[config.mk]
export PLATFORM = sky130hd
export DESIGN_NAME = lab1_idiv_int_div_iter
export DESIGN_NICKNAME = d
export VERILOG_FILES = /design/src/rtl/lab1_idiv_int_div_iter.sv
export SDC_FILE = /design/constraint.sdc
export NUM_CORES = 1
export LEC_CHECK = 0
export ABC_AREA = 1
export ABC_CLOCK_PERIOD_IN_PS = 2290
export CAP_MARGIN = 5
export CORE_MARGIN = 5
export CORE_UTILIZATION = 40
export DETAILED_ROUTE_END_ITERATION = 16
export PLACE_DENSITY_LB_ADDON = 0.08
export SETUP_SLACK_MARGIN = 0.02
export SYNTH_ARGS = -nofsm -noshare
export SYNTH_HDL_FRONTEND = slang
export SYNTH_SLANG_ARGS = --single-unit
[constraint.sdc]
create_clock -name clk -period 2.29 [get_ports clk]
set_input_delay 0.229 -clock clk [delete_from_list [all_inputs] [get_ports clk]]
set_output_delay 0.229 -clock clk [all_outputs]
set_load 0.1 [all_outputs]
[src/rtl/lab1_idiv_int_div_iter.sv]
// rtl/lab1_idiv_int_div_iter.sv - iterative restoring integer divider with val/rdy streams
//
// Purpose:
//    Divides a by b one quotient bit per cycle (restoring algorithm), one
//    transaction in flight. Request accepted in IDLE, p_nbits CALC steps,
//    result held in DONE until the consumer takes it.
//
// Ports:
//    clk          input   1          clock, all state updates on posedge
//    reset        input   1          asynchronous active-low reset
//    istream_val  input   1          request valid
//    istream_rdy  output  1          request ready (high only in IDLE)
//    istream_msg  input   2*p_nbits  [2n-1:n] dividend a, [n-1:0] divisor b
//    ostream_val  output  1          response valid (high only in DONE)
//    ostream_rdy  input   1          response ready
//    ostream_msg  output  2*p_nbits  [2n-1:n] remainder, [n-1:0] quotient
//
// Build option:
//    LAB1_IDIV_SIGNED_EN  two's complement operands, truncation toward zero.
//                         Undefined: unsigned division only.

module lab1_idiv_int_div_iter #(
   parameter int p_nbits = 32
) (
   input  logic                   clk,
   input  logic                   reset,
   input  logic                   istream_val,
   output logic                   istream_rdy,
   input  logic [2*p_nbits-1:0]   istream_msg,
   output logic                   ostream_val,
   input  logic                   ostream_rdy,
   output logic [2*p_nbits-1:0]   ostream_msg
);

   localparam int c_cw = ($clog2(p_nbits) > 0) ? $clog2(p_nbits) : 1;
   localparam logic [c_cw-1:0]    c_last = c_cw'(p_nbits - 1);
   localparam logic [c_cw-1:0]    c_cnt_one = c_cw'(1);
   localparam logic [p_nbits-1:0] c_one = p_nbits'(1);

   typedef enum logic [1:0] {
      S_IDLE = 2'd0,
      S_CALC = 2'd1,
      S_DONE = 2'd2
   } state_t;

   state_t               r_state;
   logic [c_cw-1:0]      r_cnt;
   logic [p_nbits-1:0]   r_rem;
   logic [p_nbits-1:0]   r_quo;
   logic [p_nbits-1:0]   r_div;
   logic                 r_istream_rdy;
   logic                 r_ostream_val;
   logic [2*p_nbits-1:0] r_ostream_msg;

   logic [p_nbits-1:0]   w_a;
   logic [p_nbits-1:0]   w_b;
   logic [p_nbits-1:0]   w_a_mag;
   logic [p_nbits-1:0]   w_b_mag;
   logic                 w_accept;
   logic [p_nbits:0]     w_rem_sh;
   logic                 w_ge;
   logic [p_nbits-1:0]   w_sub;
   logic [p_nbits-1:0]   w_rem_nx;
   logic [p_nbits-1:0]   w_quo_nx;
   logic [p_nbits-1:0]   w_rem_fin;
   logic [p_nbits-1:0]   w_quo_fin;

   assign w_a      = istream_msg[2*p_nbits-1:p_nbits];
   assign w_b      = istream_msg[p_nbits-1:0];
   assign w_accept = (r_state == S_IDLE) && r_istream_rdy && istream_val;

   // One restoring step. The shifted partial remainder needs n+1 bits since
   // it can reach 2*divisor-1; the subtraction result always fits n bits
   // whenever it is kept.
   assign w_rem_sh = {r_rem, r_quo[p_nbits-1]};
   assign w_ge     = (w_rem_sh >= {1'b0, r_div});
   assign w_sub    = w_rem_sh[p_nbits-1:0] - r_div;
   assign w_rem_nx = w_ge ? w_sub : w_rem_sh[p_nbits-1:0];
   assign w_quo_nx = {r_quo[p_nbits-2:0], w_ge};

`ifdef LAB1_IDIV_SIGNED_EN
   logic                 r_sign_q;
   logic                 r_sign_r;
   logic                 r_b_zero;
   logic [p_nbits-1:0]   r_a_orig;

   // The core always divides magnitudes; -2^(n-1) maps onto itself, which
   // is still the correct unsigned magnitude.
   assign w_a_mag = w_a[p_nbits-1] ? (~w_a + c_one) : w_a;
   assign w_b_mag = w_b[p_nbits-1] ? (~w_b + c_one) : w_b;

   // Sign fixup on the final step; divide by zero returns the original a.
   assign w_quo_fin = r_b_zero ? '1 :
                      (r_sign_q ? (~w_quo_nx + c_one) : w_quo_nx);
   assign w_rem_fin = r_b_zero ? r_a_orig :
                      (r_sign_r ? (~w_rem_nx + c_one) : w_rem_nx);

   always_ff @(posedge clk or negedge reset) begin
      if (!reset) begin
         r_sign_q <= 1'b0;
         r_sign_r <= 1'b0;
         r_b_zero <= 1'b0;
         r_a_orig <= '0;
      end else if (w_accept) begin
         r_sign_q <= w_a[p_nbits-1] ^ w_b[p_nbits-1];
         r_sign_r <= w_a[p_nbits-1];
         r_b_zero <= (w_b == '0);
         r_a_orig <= w_a;
      end
   end
`else
   assign w_a_mag   = w_a;
   assign w_b_mag   = w_b;
   assign w_quo_fin = w_quo_nx;
   assign w_rem_fin = w_rem_nx;
`endif

   always_ff @(posedge clk or negedge reset) begin
      if (!reset) begin
         r_state       <= S_IDLE;
         r_cnt         <= '0;
         r_rem         <= '0;
         r_quo         <= '0;
         r_div         <= '0;
         r_istream_rdy <= 1'b0;
         r_ostream_val <= 1'b0;
         r_ostream_msg <= '0;
      end else begin
         case (r_state)
            S_IDLE: begin
               r_istream_rdy <= 1'b1;
               r_ostream_val <= 1'b0;
               if (w_accept) begin
                  r_quo         <= w_a_mag;
                  r_div         <= w_b_mag;
                  r_rem         <= '0;
                  r_cnt         <= '0;
                  r_istream_rdy <= 1'b0;
                  r_state       <= S_CALC;
               end
            end
            S_CALC: begin
               r_rem <= w_rem_nx;
               r_quo <= w_quo_nx;
               r_cnt <= r_cnt + c_cnt_one;
               if (r_cnt == c_last) begin
                  // Response is captured here so it stays frozen in DONE.
                  r_ostream_msg <= {w_rem_fin, w_quo_fin};
                  r_ostream_val <= 1'b1;
                  r_state       <= S_DONE;
               end
            end
            S_DONE: begin
               if (ostream_rdy) begin
                  r_ostream_val <= 1'b0;
                  r_istream_rdy <= 1'b1;
                  r_state       <= S_IDLE;
               end
            end
            default: begin
               r_ostream_val <= 1'b0;
               r_istream_rdy <= 1'b1;
               r_state       <= S_IDLE;
            end
         endcase
      end
   end

   assign istream_rdy = r_istream_rdy;
   assign ostream_val = r_ostream_val;
   assign ostream_msg = r_ostream_msg;

endmodule

# Yosys cells after proc, flatten, opt, wreduce, memory -nomap -nowiden
# Index checks and enable logic that the tools add are counted.
# classes
eq_ne	6
n_addsub	2
bitwise	1
muxes	17
n_reduce_logical	10
order_cmp	1
# ops
op	n
32-bit case mux with 2 select lines	2
32-bit 2-to-1 mux	3
33-bit by 32-bit >= comparator with 1-bit output	1
32-bit subtractor	1
5-bit case mux with 2 select lines	1
2-bit AND reduction	5
2-bit 2-to-1 mux	3
2-bit != test, second input constant	3
2-bit case mux with 3 select lines	1
5-bit by 1-bit adder with 5-bit output, second input constant	1
5-bit == test, second input constant	1
5-bit 2-to-1 mux	1
1-bit 2-to-1 mux	4
1-bit case mux with 3 select lines	1
3-bit AND reduction	1
2-bit by 1-bit == test with 1-bit output, second input constant	1
2-bit == test, second input constant	1
1-bit logical AND	2
2-bit zero test	1
1-bit case mux with 2 select lines	1
2-bit nonzero test	1
1-bit NOT	1
# word_totals
wordCells	45
out_inout_bits	66
reg_bits	169
inputBits	68

# Logic depth before layout (Yosys ltp)
# Gate-level depths: netlist of run 1.
# depth
depth_word	5
ltp_mapped	17
ltp_nobuf	16

# Worst setup path before layout of run 1
# OpenSTA, ideal clock, no wires.
# synth_path
kind	register -> register
from	reg r_istream_rdy, in the netlist istream_rdy
to	reg r_rem[21]
path_slack_ns	0.250
setup_time_ns	0.066
required_ns	2.224
n_path_buf	2
stages_incl_launch_ff	8
arrival_ns	1.975
synth_period_minus_slack_ns	2.040
path_cell_list	dfrtp_1 -> nand4_1 -> inv_1 -> nor2_1 -> clkbuf_1 -> clkbuf_1 -> nand2_1 -> nand2_1
# synth_between
elab_chain_len	4
# synth_rtl
item	line_no	text
start: declaration	51	logic r_istream_rdy;
start signal: assignment	125	r_istream_rdy <= 1'b0;
start signal: assignment	131	r_istream_rdy <= 1'b1;
start signal: assignment	138	r_istream_rdy <= 1'b0;
1-bit logical AND (2 in a row)	70	assign w_accept = (r_state == S_IDLE) && r_istream_rdy && istream_val;
2-bit != test (no line)	n/a	
2-bit AND reduction (no line)	n/a	
end signal: assignment	143	r_rem <= w_rem_nx;
end: declaration	48	logic [p_nbits-1:0] r_rem;
# Every way passes these cells.
# A chain may end at the register's enable or synchronous reset.

# Worst setup path after layout of run 1
# layout_path
from	reg r_rem[29]
to	reg r_ostream_msg[48], in the netlist ostream_msg[48]
# layout_between
elab_chain_len	2
# layout_rtl
item	line_no	text
33-bit by 32-bit >= comparator with 1-bit output	76	assign w_ge = (w_rem_sh >= {1'b0, r_div});
32-bit 2-to-1 mux	78	assign w_rem_nx = w_ge ? w_sub : w_rem_sh[p_nbits-1:0];
end signal: assignment	148	r_ostream_msg <= {w_rem_fin, w_quo_fin};
end: declaration	53	logic [2*p_nbits-1:0] r_ostream_msg;
# Every way passes these cells.

==> flow_summary.ini, run 1 <==
[finish]
utilization_pct = 52.3
final_common_cell = nand2_1
fin_nets = 1592
drive_gt1_share_pct = 16.4
fin_area_mm2 = 0.0126
mostFrequentLayoutCells = nand2_1 (507), inv_1 (194), dfrtp_1 (169)
nFillCells = 2403
num_antenna_cells = 0
area_delta_synth_final_pct = 29.7

[sta]
post-route-period-util_pct = 93.5
rsz0062_at_grt = false
slew-limit-headroom_pct = 67.8
fmaxAchievable_mhz = 467
final_hold_viol_count = 0
clock_skew_ns = 0.0113
slew_viol_final = 0
setup_tns_ns = 0
worst_pin_slew_ns = 0.482
min_period_ns = 2.14
setup_violations = 0

[routing]
firstDrtPassIters = 5
drc = 0
drt_first_iter_violations = 482
drt-total-wl_um = 27200
vias = 8708
via_per_inst = 4.77
route.antenna.remaining_nets = 0
wl_per_cell_um = 14.9

[grt]
antenna_found_initial = 0
grt_pass1_vias = 8583
grt_max_degree = 97
grt.overflow.total = 0
grt_usage_pct = 19.7
grt_pass1_wl_um = 44600

[floorplan]
rows = 57
chipHeight_um = 166
core_mm2 = 0.0241
pin_count = 134
die_width_um = 166
dieArea_mm2 = 0.0275
start_util_pct = 40.3

[run_status]
status = finished, final reports clean

[worst_setup_path]
crit_fanout = 11
arrival_ns = 2.47
max_stage_delay_ns = 0.40
worst-path-buf-inv = 1
crit_slowest_cell = dfrtp_1
cp_common_cell = nand2_1
crit_chain = ha_1 -> a21o_1 -> nand2_1 -> nand2_1 -> a21oi_2 -> nand2_2 -> nor2_4 -> nand2_8 -> buf_12 -> nand3_1 -> nand2_1 -> nand2_1 -> nand2_1
path_class = reg -> reg
worst_setup_path_start_kind = flip-flop
end_kind = flip-flop
worst_path_dominant_cell_family = simple AND/OR/NAND/NOR gates
worst_ep_required_time_ns = 2.62

[synth]
synth-seq-cells = 169
synth_area_leader_cell = dfrtp_1
avgSynthCellArea_um2 = 7.28
yosysSeqAreaShare_pct = 43.5
synth-edff-count = 0
syn_area_mm2 = 0.00972
synth_top_area_share_pct = 43.5
synth_nets = 1438
synth_area_leaders = dfrtp_1 (44%), nand2_1 (20%), inv_1 (7.6%)
yosys_warnings = 0
syn_inst = 1335
synth-async-reset-ratio_pct = 100
synth.distinct_cells = 38
synth_ff_type = dfrtp_1

[clocking]
cts-buffers-inserted = 17
clock_latency_ns = 0.43
clkTransAtPathRegs_ns = 0.08
clock_sinks = 169
root_buffer = clkbuf_16
htree_levels = 4
clockBufferDepth = 2
cts_tree = done

[hold_path]
hp-class = in -> async

[placement]
hpwl_um = 20000
gp_congestion = 0.940
io_buffers = 133
placed_area_mm2 = 0.0116

[run]
maxCapViolations = 0
[metrics by stage]
step	instances	hold slack [ns]	setup slack (ns)
detailed placement	1792	0.204	0.0537
floorplan	1335	-0.0666	0.250
CTS	1825	0.307	0.0315
finish	1826	0.290	0.148
global route	1826	0.332	0.0201
global placement	1792	0.201	0.0738
[worst register-to-register path, cell delays in order, from the launching register on]
cell,delay [ns]
dfrtp_1,0.40
ha_1,0.36
a21o_1,0.19
nand2_1,0.06
nand2_1,0.06
a21oi_2,0.12
nand2_2,0.07
nor2_4,0.23
nand2_8,0.09
buf_12,0.16
nand3_1,0.08
nand2_1,0.07
nand2_1,0.09
nand2_1,0.05
[per-layer routing]
layer / wire, um / track usage (%) / up-vias
met5: 0 / 0 / -
met4: 347 / 4.59 / 0
met3: 784 / 2.98 / 25
met2: 12800 / 32.9 / 141
met1: 13300 / 27.1 / 4045
li1: - / - / 4497
[kinds of logic (layout without fill, tap and decap cells)]
logic type | count (synthesis) | in the layout | share of synthesized area [%]
AOI/OAI and AO/OA | 141 | 141 | 8.48
and+or+nand+nor | 724 | 724 | 31.8
adders and majority gates | 35 | 35 | 4.58
DFF | 169 | 169 | 43.5
xor gates and xnor gates | 15 | 15 | 1.35
buffers and inverters | 251 | 418 | 10.2
[Yosys cell counts (7+ instances only)]
| cell | instances |
|---|---|
| nand3_1 | 80 |
| buf_2 | 9 |
| nand2_2 | 7 |
| xor2_1 | 13 |
| nand4_1 | 12 |
| a21oi_1 | 16 |
| o211ai_1 | 15 |
| nand3_2 | 15 |
| nor2_2 | 7 |
| nand3b_1 | 9 |
| nor3_1 | 19 |
| o21ai_0 | 83 |
| nand2_1 | 521 |
| and2_1 | 7 |
| nor2_1 | 41 |
| a221oi_1 | 17 |
| inv_1 | 197 |
| dfrtp_1 | 169 |
| ha_1 | 34 |
| clkbuf_1 | 30 |
[layout make-up]
cell class                      instances  area [um2]  area share [%]
Clock buffer                           17         425            3.37
Clock inverter                         15         170            1.35
Inverter                              201         754            5.98
Multi-Input combinational cell        915        4960            39.3
Sequential cell                       169        4230            33.5
Tap cell                              324         405            3.21
Timing Repair Buffer                  185        1660            13.2
[path summary, 6_finish.rpt]
kind / to / slack, ns / startpoint / cells past startpoint
min reg2reg: ostream_msg[39] / 0.48 / ostream_msg[39] / 2
max: ostream_msg[48] / 0.15 / r_rem[29] / 13
max in group asynchronous: r_rem[18] / 1.26 / reset / 3
max reg2reg: ostream_msg[48] / 0.15 / r_rem[29] / 13
min: ostream_msg[7] / 0.29 / reset / 2
min in group clk: r_div[13] / 0.35 / istream_msg[13] / 3
[registers in the layout, summed over array words and instances, names as in the netlist]
register	flops
istream_rdy	1
ostream_msg	64
ostream_val	1
r_cnt	5
r_div	32
r_quo	32
r_rem	32
r_state	2
[repair_timing]
item	4_1_cts	5_1_grt
resized for setup	0	70
hold buffers	1	0
buffers inserted	0	1
endpoints found under the hold margin	43	0
setup endpoints to repair	0	66
Power of run 1 is not shown: default switching activity piles up to over one toggle a cycle in this logic, so the estimate is an artifact.
==> inputs of run 2 (changes only) <==
ABC_CLOCK_PERIOD_IN_PS = 1800   (was 2290)
clock period = 1.8 ns   (was 2.29 ns; I/O delays follow)
==> flow_summary.ini, run 2 (synthesis gave the netlist of run 1 again) <==
[worst_setup_path]
crit_slowest_cell = dfrtp_1
crit_fanout = 7
worst_path_dominant_cell_family = simple AND/OR/NAND/NOR gates
path_class = reg -> reg
end_kind = flip-flop
worst_setup_path_start_kind = flip-flop
arrival_ns = 2.44
max_stage_delay_ns = 0.41
worst-path-buf-inv = 2
crit_chain = ha_4 -> nand2_4 -> nor2_4 -> nand2_2 -> nor2_4 -> nand2_2 -> nand2_2 -> nor2_4 -> buf_12 -> nand2_8 -> buf_4 -> nand3_2 -> nand3_1 -> nand2_1
worst_ep_required_time_ns = 2.12

[run]
maxCapViolations = 0

[grt]
grt_max_degree = 49
grt_pass1_wl_um = 46800
grt.overflow.total = 0
antenna_found_initial = 0
grt_pass1_vias = 8855
grt_usage_pct = 20.6

[finish]
utilization_pct = 60.4
area_delta_synth_final_pct = 49.8
nFillCells = 2217
layout.cells.non_filler = 1965
ff_latch_area_mm2 = 0.00423
mostFrequentLayoutCells = nand2_1 (418), buf_4 (232), inv_1 (172)
multi_input_area_mm2 = 0.00572
largest_register_ff_count = 64
final_common_cell = nand2_1
drive_gt1_share_pct = 33.7
fin_nets = 1731
fin_area_mm2 = 0.0146
num_antenna_cells = 0

[routing]
drt-total-wl_um = 30100
route.antenna.remaining_nets = 0
via_per_inst = 4.78
drc = 0
vias = 9383
drt_first_iter_violations = 509
wl_per_cell_um = 15.3
firstDrtPassIters = 5

[sta]
post-route-period-util_pct = 118
setup_slack_ns = -0.320
min_period_ns = 2.12
final_hold_viol_count = 0
worst_pin_slew_ns = 0.420
rsz0062_at_grt = true
setup_violations = 66
slew_viol_final = 0
slew-limit-headroom_pct = 72.0
fmaxAchievable_mhz = 472
clock_skew_ns = 0.0137

[floorplan]
chipHeight_um = 166
dieArea_mm2 = 0.0275
pin_count = 134
die_width_um = 166
start_util_pct = 40.3
rows = 57
core_mm2 = 0.0241

[placement]
gp_congestion = 0.938
placed_area_mm2 = 0.0128
io_buffers = 133
pre_cts_ws_ns = -0.340
hpwl_um = 21100
dp.cells = 1899

[clocking]
cts-buffers-inserted = 17
clockBufferDepth = 2
clock_latency_ns = 0.44
htree_levels = 4
cts_tree = done
clkTransAtPathRegs_ns = 0.08
clock_sinks = 169
root_buffer = clkbuf_16

[hold_path]
hp-class = in -> async

[run_status]
violations = setup timing
status = finished with violations
-- run 2: cell types whose count changed in the layout (fill, tap and decap cells not counted), sizes merged --
cell	delta
buf	+135
clkbuf	+4
clkinv	+2
inv	-3
nand2	+1
-- run 2: layout make-up --
| cell class | instances | share of cell area, % |
|---|---|---|
| multi-input combinational | 916 | 39.2 |
| sequential | 169 | 29.1 |
| clock buffer | 18 | 2.95 |
| timing repair buffer | 323 | 19.6 |
| clock inverter | 14 | 1.20 |
| inverter | 201 | 5.20 |
| tap | 324 | 2.78 |
-- run 2: what timing repair did --
action / in CTS / in global routing
gates cloned: 1 / 3
endpoints found under the hold margin: 36 / 0
pin swaps: 29 / 73
hold buffers: 1 / 0
endpoints found under the setup margin: 66 / 67
gates resized for setup: 66 / 163
buffers inserted: 12 / 17
-- run 2: routing by layer --
metal	vias to the layer above	GRT usage, %	wire [um]
met4	0	4.02	497
met2	180	34.0	14300
met1	4395	29.5	14200
met3	28	2.67	1110
li1	4780	-	-
met5	-	0	0
-- run 2: worst reg2reg max path: cells and delay by family (launching register included) --
| kind | cells | cell delay, ns |
|---|---|---|
| and+or+nand+nor | 11 | 1.02 |
| adders and majority gates | 1 | 0.32 |
| buffers and inverters | 2 | 0.27 |
| DFF | 1 | 0.41 |
-- run 2: path summary, 6_finish.rpt --
check,slack (ns),from,endpoint,depth (start not counted)
max,-0.32,r_rem[11],r_rem[17],14
min,0.24,reset,r_quo[7],2
max reg2reg,-0.32,r_rem[11],r_rem[17],14
min reg2reg,0.48,ostream_msg[38],ostream_msg[38],2
max in group asynchronous,0.96,reset,r_rem[22],3
min in group clk,0.30,istream_msg[26],r_div[26],3
-- run 2: through the flow --
step	TNS, ns	hold WS [ns]
final	-18.31	0.237
after global routing	-24.45	0.274
after detailed placement	-17.56	0.129
after CTS	-15.02	0.224
after floorplan	-0.939	-0.116
after global placement	-17.15	0.131
Power of run 2 is left out for the same reason.
==> variant: new RTL, config.mk and constraints of run 1 <==
Encoding of `state_t`: now one-hot (3 bits for 3 states).
--- a/src/rtl/lab1_idiv_int_div_iter.sv
+++ b/src/rtl/lab1_idiv_int_div_iter.sv
@@ -38,8 +38,8 @@
    localparam logic [p_nbits-1:0] c_one = p_nbits'(1);
 
-   typedef enum logic [1:0] {
-      S_IDLE = 2'd0,
-      S_CALC = 2'd1,
-      S_DONE = 2'd2
+   typedef enum logic [2:0] {
+      S_IDLE = 3'b001,
+      S_CALC = 3'b010,
+      S_DONE = 3'b100
    } state_t;
 
Behaviour: no difference found for any inputs over 10 cycles, from zero or initial values and one cycle with reset low; not proved beyond that.
==> variant against run 1 <==
Synthesized area increased by 0.33%; sequential share of layout area decreased by 0.097 points; final area increased by 0.94%; sequential cell count increased by 1; fmax increased by 0.33%; critical path type unchanged; die area increased by 0.31%; wire length decreased by 0.77%; setup slack improved by 7.1 ps.
==> variant: results (changes against run 1) <==
* Status: completed
* Post-Route Skew at 12.51 ps (+1.226 ps)
* Number of distinct library cells after synthesis at 36 (-5.3%)
* Routed wire length per instance at 14.49 µm (-2.8%)
* Number of nets in the synthesized netlist at 1469 (+2.2%)
* Share of synthesized area occupied by flip-flops and latches at 43.62% (+0.12 points)
* Origin of the critical flop-to-flop path: r_rem[1]
* Share of flip-flops with an asynchronous set or reset after synthesis at 100.0% (unchanged)
* Filler Cell Count at 2370 (-1.4%)
* Synth Area in Compound Gates at 8.312% (-0.17 points)
* Max-slew headroom at the worst pin at 61.34% (-6.5 points)
* Worst Setup End Kind: flop
* Number of DRC markers after the initial detailed-route iteration at 539 (+12%)
* Ranking of synthesized cells by area: sky130_fd_sc_hd__dfrtp_1 43%, sky130_fd_sc_hd__nand2_1 22%, sky130_fd_sc_hd__inv_1 8.0%
* Post-route worst hold slack at 338.3 ps (+48.63 ps)
* Via count of the first global-routing pass at 8675 (+1.1%)
* RD Place Congestion at 0.9058 (-3.6%)
* Peak fanout along the critical path at 6 (-5)
* Adder-cell area share of the yosys netlist at 4.566% (-0.015 points)
* Number of cells traversed by the worst register-to-register path at 12 (-1)
* Area of placed instances at 0.01161 mm² (+0.54%)
* Pin count of the biggest net entering global routing at 63 (-35%)
* Total via count in the routed design at 8863 (+1.8%)
* First-pass GRT wire length at 44780 µm (+0.48%)
* Post-synthesis xor/xnor area fraction at 1.347% (-0.0045 points)
* Post-synth top cells: 561 x sky130_fd_sc_hd__nand2_1, 207 x sky130_fd_sc_hd__inv_1, 169 x sky130_fd_sc_hd__dfrtp_1, 81 x sky130_fd_sc_hd__o21ai_0, 78 x sky130_fd_sc_hd__nand3_1
* Reg2Reg Capture Point: r_rem[19]
* Clock insertion delay at the later pin of the skew report at 440 ps
* GRT Util Overall at 19.64% (-0.034 points)
* HPWL after DPL at 20270 µm (+1.5%)
* Synthesis Warnings at 0 (unchanged)
* NumNets Final at 1630 (+2.4%)
* Leakage power total at 6.849 nW
* Fraction of final layout cells sized beyond drive strength 1 at 16.17% (-0.28 points)
* Clk pin slew, worst setup/hold paths at 80 ps (about the same)
## variant: changes by cell type in the layout (fill, tap and decap cells not counted), moves of 3 or more
cell / run 1 / this run
sky130_fd_sc_hd__buf_4: 108 / 113
sky130_fd_sc_hd__nand4_1: 12 / 9
sky130_fd_sc_hd__nor2_2: 7 / 11
sky130_fd_sc_hd__inv_6: 4 / 0
sky130_fd_sc_hd__nand2_1: 507 / 548
sky130_fd_sc_hd__inv_1: 194 / 201
sky130_fd_sc_hd__o21ai_1: 6 / 2
sky130_fd_sc_hd__nand2_2: 17 / 13
sky130_fd_sc_hd__clkinvlp_4: 0 / 3
sky130_fd_sc_hd__nand3_2: 20 / 13
## variant: layout make-up
class	instances	share of cell area [%]
Multi-Input combinational cell	937	38.97
Sequential cell	170	33.44
Timing Repair Buffer	192	13.51
Inverter	209	6.163
Clock buffer	17	3.342
Tap cell	324	3.185
Clock inverter	15	1.396
## variant: metrics by stage
stage	worst slack, ps	total power (W)	util [%]	cells
global placement	-38.55	0.01325	48.04	1828
detailed placement	-79.50	0.01332	48.04	1828
finish	155.5	0.01726	52.65	1864
floorplan	294.2	0.01037	-	1366
global route	-3.899	0.01886	52.65	1864
CTS	38.71	0.01635	50.61	1861
## variant: kinds of logic (layout without fill, tap and decap cells)
family / after synthesis / in the layout
buffers and inverters: 259 / 433
XOR/XNOR: 15 / 15
flip-flops: 170 / 170
AND/OR/NAND/NOR: 748 / 748
AO/OA/AOI/OAI: 139 / 139
adder cells (fa/ha/maj): 35 / 35
## variant: what timing repair did
action,4_1_cts,5_1_grt
setup buffers,0,3
hold endpoints to repair,51,0
pin swaps,0,10
hold buffers,1,0
endpoints found under the setup margin,28,64
gates resized for setup,3,79
## variant: power by group through the flow
stage	clock network (W)	registers, W	logic, W
finish	0.00294	0.00420	0.0101
global route	0.00314	0.00429	0.0114
CTS	0.00302	0.00411	0.00922
detailed placement	0	0.00416	0.00915
global placement	0	0.00415	0.00910
floorplan	0	0.00413	0.00623
## variant: critical path, cell delays in order (launching register included)
cell and delay (ps):
sky130_fd_sc_hd__dfrtp_1 390, sky130_fd_sc_hd__ha_1 390, sky130_fd_sc_hd__or2_2 320, sky130_fd_sc_hd__and2_1 180
sky130_fd_sc_hd__buf_4 150, sky130_fd_sc_hd__nand3_1 130, sky130_fd_sc_hd__nand3_1 100, sky130_fd_sc_hd__nand2_1 60
sky130_fd_sc_hd__nand2_1 80, sky130_fd_sc_hd__nand2_1 70, sky130_fd_sc_hd__nand2_1 60, sky130_fd_sc_hd__nand2_1 60
sky130_fd_sc_hd__nand2_1 50
## variant: metal layers
layer	vias to the layer above	track usage [%]	share of wire, %
met5	-	0	0
met4	0	4.484	0.97
met3	16	3.095	3.1
met2	141	32.49	47
met1	4131	27.30	49
li1	4575	-	-
